[src/rtl/multicycle_datapath.sv]
// Multicycle MIPS-subset core: FSM-sequenced datapath with one shared ALU and a single
// handshaked memory port used for both instruction fetch and data access.
module multicycle_datapath #(
   parameter int unsigned ADDR_W   = 32,
   parameter logic [31:0] RESET_PC = 32'h0,
   parameter int unsigned NREGS    = 32
) (
   input  logic              clock,
   input  logic              reset,
   output logic              memReq,
   output logic              memWE,
   output logic [ADDR_W-1:0] memAddr,
   output logic [31:0]       memWData,
   input  logic [31:0]       memRData,
   input  logic              memReady,
   input  logic [4:0]        dbgAddr,
   output logic [31:0]       dbgData,
   output logic [ADDR_W-1:0] pcQ,
   output logic [31:0]       instr,
   output logic [3:0]        state,
   output logic              regWriteEnable,
   output logic              halted,
   output logic              illegal
);
   localparam int unsigned RW = $clog2(NREGS);

   localparam logic [3:0] StFetch  = 4'd0,  StDecode = 4'd1, StExec  = 4'd2, StMemAddr = 4'd3,
                          StMemRd  = 4'd4,  StMemWr  = 4'd5, StWbAlu = 4'd6, StWbMem   = 4'd7,
                          StBranch = 4'd8,  StJump   = 4'd9, StHalt  = 4'd15;

   localparam logic [5:0] OpRtype = 6'h00, OpJ = 6'h02, OpBeq = 6'h04, OpAddi = 6'h08,
                          OpLw = 6'h23, OpSw = 6'h2B, OpHalt = 6'h3F;

   logic [3:0]        state_q, state_d;
   logic [ADDR_W-1:0] pc_q, pc_d;
   logic [31:0]       ir_q, ir_d, a_q, a_d, b_q, b_d, alu_q, alu_d, mdr_q, mdr_d;
   logic              illegal_q, illegal_d;
   logic [31:0]       regs [NREGS];

   logic [5:0]  opcode, funct;
   logic [4:0]  rs, rt, rd, rf_dest;
   logic [31:0] sign_imm, rs_val, rt_val, alu_r, ea, br_target, pc32, jump_target, rf_wdata;
   logic [3:0]  dec_next;
   logic        dec_illegal, funct_ok, rf_we;

   function automatic logic reg_ok(input logic [4:0] idx);
      return 32'(idx) < NREGS;
   endfunction

   assign opcode      = ir_q[31:26];
   assign rs          = ir_q[25:21];
   assign rt          = ir_q[20:16];
   assign rd          = ir_q[15:11];
   assign funct       = ir_q[5:0];
   assign sign_imm    = {{16{ir_q[15]}}, ir_q[15:0]};
   assign rs_val      = reg_ok(rs) ? regs[rs[RW-1:0]] : '0;
   assign rt_val      = reg_ok(rt) ? regs[rt[RW-1:0]] : '0;
   assign ea          = a_q + sign_imm;
   assign pc32        = 32'(pc_q);
   assign br_target   = pc32 + {sign_imm[29:0], 2'b00};
   assign jump_target = {pc32[31:28], ir_q[25:0], 2'b00};
   assign funct_ok    = funct == 6'h20 || funct == 6'h22 || funct == 6'h24 ||
                        funct == 6'h25 || funct == 6'h2A;

   always_comb begin
      dec_next    = StHalt;
      dec_illegal = 1'b1;
      case (opcode)
         OpRtype: begin
            // IR==0 is a NOP, even though funct 0 is not a supported R-type op
            if (ir_q == '0 || (funct_ok && reg_ok(rs) && reg_ok(rt) && reg_ok(rd))) begin
               dec_next    = StExec;
               dec_illegal = 1'b0;
            end
         end
         OpAddi, OpLw, OpSw, OpBeq: begin
            if (reg_ok(rs) && reg_ok(rt)) begin
               dec_illegal = 1'b0;
               if (opcode == OpAddi)     dec_next = StExec;
               else if (opcode == OpBeq) dec_next = StBranch;
               else                      dec_next = StMemAddr;
            end
         end
         OpJ: begin
            dec_next    = StJump;
            dec_illegal = 1'b0;
         end
         OpHalt:  dec_illegal = 1'b0;
         default: ;
      endcase
   end

   always_comb begin
      case (funct)
         6'h20:   alu_r = a_q + b_q;
         6'h22:   alu_r = a_q - b_q;
         6'h24:   alu_r = a_q & b_q;
         6'h25:   alu_r = a_q | b_q;
         6'h2A:   alu_r = {31'b0, $signed(a_q) < $signed(b_q)};
         default: alu_r = '0;
      endcase
   end

   always_comb begin
      state_d   = state_q;
      pc_d      = pc_q;
      ir_d      = ir_q;
      a_d       = a_q;
      b_d       = b_q;
      alu_d     = alu_q;
      mdr_d     = mdr_q;
      illegal_d = illegal_q;
      case (state_q)
         StFetch: begin
            if (memReady) begin
               ir_d    = memRData;
               pc_d    = pc_q + ADDR_W'(4);
               state_d = StDecode;
            end
         end
         StDecode: begin
            a_d       = rs_val;
            b_d       = rt_val;
            alu_d     = br_target;
            state_d   = dec_next;
            illegal_d = dec_illegal;
         end
         StExec: begin
            alu_d   = (opcode == OpAddi) ? a_q + sign_imm : alu_r;
            state_d = StWbAlu;
         end
         StMemAddr: begin
            alu_d = ea;
            if (ea[1:0] != 2'b00) begin
               state_d   = StHalt;
               illegal_d = 1'b1;
            end else begin
               state_d = (opcode == OpLw) ? StMemRd : StMemWr;
            end
         end
         StMemRd: begin
            if (memReady) begin
               mdr_d   = memRData;
               state_d = StWbMem;
            end
         end
         StMemWr:  if (memReady) state_d = StFetch;
         StWbAlu, StWbMem: state_d = StFetch;
         StBranch: begin
            if (a_q == b_q) pc_d = alu_q[ADDR_W-1:0];
            state_d = StFetch;
         end
         StJump: begin
            pc_d    = jump_target[ADDR_W-1:0];
            state_d = StFetch;
         end
         StHalt:  ;
         default: begin
            state_d   = StHalt;
            illegal_d = 1'b1;
         end
      endcase
   end

   always_ff @(posedge clock or posedge reset) begin
      if (reset) begin
         state_q   <= StFetch;
         pc_q      <= RESET_PC[ADDR_W-1:0];
         ir_q      <= '0;
         a_q       <= '0;
         b_q       <= '0;
         alu_q     <= '0;
         mdr_q     <= '0;
         illegal_q <= 1'b0;
      end else begin
         state_q   <= state_d;
         pc_q      <= pc_d;
         ir_q      <= ir_d;
         a_q       <= a_d;
         b_q       <= b_d;
         alu_q     <= alu_d;
         mdr_q     <= mdr_d;
         illegal_q <= illegal_d;
      end
   end

   assign rf_we    = (state_q == StWbAlu && ir_q != '0) || state_q == StWbMem;
   assign rf_dest  = (state_q == StWbAlu && opcode == OpRtype) ? rd : rt;
   assign rf_wdata = (state_q == StWbMem) ? mdr_q : alu_q;

   always_ff @(posedge clock or posedge reset) begin
      if (reset) begin
         for (int i = 0; i < int'(NREGS); i++) regs[i] <= '0;
      end else if (rf_we && rf_dest != 5'd0) begin
         regs[rf_dest[RW-1:0]] <= rf_wdata;
      end
   end

   assign memReq         = !reset && (state_q == StFetch || state_q == StMemRd ||
                                      state_q == StMemWr);
   assign memWE          = !reset && state_q == StMemWr;
   assign memAddr        = (state_q == StFetch) ? pc_q : alu_q[ADDR_W-1:0];
   assign memWData       = b_q;
   assign regWriteEnable = !reset && rf_we;
   assign dbgData        = reg_ok(dbgAddr) ? regs[dbgAddr[RW-1:0]] : '0;
   assign pcQ            = pc_q;
   assign instr          = ir_q;
   assign state          = state_q;
   assign halted         = state_q == StHalt;
   assign illegal        = illegal_q;

endmodule

[config.mk]
export PLATFORM = sky130hd
export DESIGN_NAME = multicycle_datapath
export DESIGN_NICKNAME = d
export VERILOG_FILES = /design/src/rtl/multicycle_datapath.sv
export SDC_FILE = /design/constraint.sdc
export NUM_CORES = 2
export LEC_CHECK = 0
export CAP_MARGIN = 20
export CORE_MARGIN = 8
export CORE_UTILIZATION = 30
export CTS_CLUSTER_DIAMETER = 80
export DETAILED_ROUTE_END_ITERATION = 10
export PLACE_DENSITY_LB_ADDON = 0.15
export SETUP_SLACK_MARGIN = 0.15
export SLEW_MARGIN = 20
export SYNTH_ARGS = -nofsm -noshare
export SYNTH_HDL_FRONTEND = slang
export SYNTH_SLANG_ARGS = --single-unit
[constraint.sdc]
create_clock -name clock -period 105.8 [get_ports clock]
set_input_delay 10.58 -clock clock [delete_from_list [all_inputs] [get_ports clock]]
set_output_delay 10.58 -clock clock [all_outputs]
set_load 0.005 [all_outputs]
==> run metrics <==
status=finished, violations left; failing checks=design-rule violations; largest net degree at the start of global routing=around 150; RSZ-0062 raised after global routing=no; Critical Path Start=dbgAddr[0]; Chip Height=524.1 µm; final setup fails=0; placed cells=roughly 10,000; Setup Skew=about 34 ps; Fin Setup TNS=0 ps; Max clock buf depth=3; endpoint class of the critical path=output pin; Arr. time, crit path=14,910 ps; crit-path max FO=101; worst-path cell chain=buf_8, buf_12, buf_4, mux4_2, mux4_2, mux2_2, clkdlybuf4s50_1; Post-synth EDFFs=0; Post-CTS Setup Repair Bufs=0; Total GRT Usage=0.2310; post-route clock period utilization=0.2409; fmax=approximately 39 MHz; top cells by area, synth=dfrtp_1, mux4_2, a21oi_1; R2R Setup Slk=roughly 100,000 ps; yosys warns=0; syn_nets=7,468; clock slew at reported path FFs=roughly 60 ps; CP delay by family, top=buffers and inverters; Core Box Area=roughly 0.26 mm²; non-filler cells, final=about 11,000; antenna violations before repair=12; smallest setup slack after layout=80,310 ps; Placer Congestion=roughly 0.92; Pre-Repair DR Iteration Count=9; most used cell along the critical path=mux4_2; Reg-to-Reg Start=instr[0]; Synth Cell Area=0.07743 mm²; PwrDens=between 10 and 15 mW/mm²; CTS buffer count=149; Largest stage delay, worst path=840 ps; Rel. slew slack=0.1345; pre-CTS WS=about 80,000 ps; Startpoint Class=input port; Synth area leader=dfrtp_1; slew of the pin with the lowest slew margin=1290 ps; Overflow after GRT=0; share of the synthesized area in the top cell type=0.3946; dpl hpwl=202,000 µm; worst path buffer plus inverter count=4; CP max-delay cell=buf_4; # clock sinks=1,221; drt drc=2; initial core utilization=0.3017; Mapped Cells=approximately 7,300; post-synthesis sequential area ratio=0.3946; clk_lat worst skew=~800 ps; IO Count=approximately 210; vias per cell=just under 6; Yosys cell types=between 70 and 80; layout cells sized above 1=0.2116; worst vdd ir=~11 µV; stages on the worst setup path=7; max-slew violation count=0; WS Path Type=in -> out; vias=between 60,000 and 70,000; Post-CTS Resized=0; first-pass GRT wire length=roughly 470,000 µm; First DRT Iteration DRCs=between 6,000 and 7,000; dominant synthesized flop cell=dfrtp_1; site row count=between 150 and 200; Routed WL=~320,000 µm; Final Hold Vio Count=0; RR Endpoint=alu_q[30]; Worst Path Required=95,220 ps; DRT antenna net count=0; syn_area_per_cell=10.66 µm²; maxcap violations=0; WL/cell=just over 30 µm; Async SR Flop Fraction=1.000; CTS Hold Bufs=0; Final #Nets=7,330; standby leakage power=about 35 nW; #FFs+latches synth=between 1,000 and 1,500; top cells by count, synth=dfrtp_1, a21oi_1, nor2_1, mux4_2, o21ai_0; vias in the first global route=61,680; CTS tree=built; Root Buffer=clkbuf_16; Worst Reg-to-Reg Cells=14; min Tclk post-route=between 20,000 and 30,000 ps; die width=524.1 µm; crit path to=dbgData[17]; Hold Worst Slack=around 410 ps; area grow syn2layout=14.59%; die area=between 0.2 and 0.3 mm²; H-tree levels=4; most frequent cell after synthesis=dfrtp_1; IO buf count=roughly 210; hold crit path type=reg -> reg
## cell type report
| type | count | area (µm²) |
|---|---|---|
| Antenna cell | 4 | 10.01 |
| Clock buffer | 218 | 4536 |
| Clock inverter | 54 | 777.0 |
| Fill cell | 25450 | 168000 |
| Inverter | 130 | 495.5 |
| Multi-Input combinational cell | 5211 | 44250 |
| Sequential cell | 1221 | 30600 |
| Tap cell | 3384 | 4234 |
| Timing Repair Buffer | 410 | 3832 |
## per-stage QoR
stage	cell area, µm²	total power [mW]	util
floorplan	77430	0.6088	-
detailed placement	83240	0.7093	0.3243
global placement	83170	0.7054	0.3240
finish	88730	1.266	0.3457
global route	88730	1.309	0.3456
CTS	88550	1.274	0.3450
## how the worst min path moves through the flow
stage / slack (ps) / depth (start not counted) / start / endpoint
4_1_cts: 420 / 0 / regs[996] / regs[996]
3_5_place_dp: 400 / 0 / regs[995] / regs[995]
5_1_grt: 430 / 0 / regs[1005] / regs[1005]
2_1_floorplan: 460 / 1 / regs[1000] / regs[1000]
3_3_place_gp: 390 / 0 / regs[1010] / regs[1010]
6_report: 410 / 0 / regs[996] / regs[996]
## routing by layer
| layer | vias up | share of wire | global-route usage |
|---|---|---|---|
| li1 | 26890 | - | - |
| met1 | 32060 | 0.44 | 0.3180 |
| met2 | 2630 | 0.45 | 0.3629 |
| met3 | 536 | 0.077 | 0.04825 |
| met4 | 4 | 0.036 | 0.07802 |
| met5 | - | 0.00019 | 0 |
## power by group
group | total (mW) | switching (mW) | internal, mW
clock | 0.560 | 0.223 | 0.337
combinational | 0.207 | 0.137 | 0.0694
sequential | 0.499 | 0.0210 | 0.478
total | 1.27 | 0.381 | 0.885
## cell families (layout without fill, tap and decap cells)
logic type,Yosys count,after routing,synth area share
compound gates,2058,2058,0.1496
fa+ha+maj,167,167,0.02737
flops,1221,1221,0.3946
buf+inv,829,812,0.04138
xor+xnor,76,76,0.008596
other cells,0,4,0
mux,1230,1230,0.2863
simple gates,1680,1680,0.09215
## state kept, by name (all words and copies together), names as in the netlist
register,cells
pcQ,32
state,4
memWData,32
illegal,1
instr,32
a_q,32
mdr_q,32
alu_q,32
regs,1024
## placed cells by master (no fill, tap or decap), types with 20 or more instances in the layout
master / Yosys / routed
dfrtp_1: 1221 / 1208
a21oi_1: 942 / 942
nor2_1: 801 / 794
mux4_2: 768 / 768
o21ai_0: 637 / 637
nand2_1: 573 / 568
mux2i_1: 265 / 232
clkdlybuf4s50_1: 0 / 203
mux2_2: 197 / 197
buf_4: 2 / 188
ha_1: 163 / 163
clkbuf_16: 0 / 156
inv_1: 129 / 128
o22ai_1: 95 / 95
nor3_1: 74 / 70
o221ai_1: 66 / 66
a211oi_1: 59 / 57
xnor2_1: 47 / 47
clkbuf_8: 0 / 42
nand3_1: 48 / 40
a21o_1: 37 / 37
a221oi_1: 29 / 29
xor2_1: 29 / 29
a31oi_1: 28 / 28
o211ai_1: 24 / 24
and3_1: 22 / 22
clkbuf_1: 524 / 21
mux2i_4: 0 / 20
No activity file was read; power rests on OpenSTA's default activity.
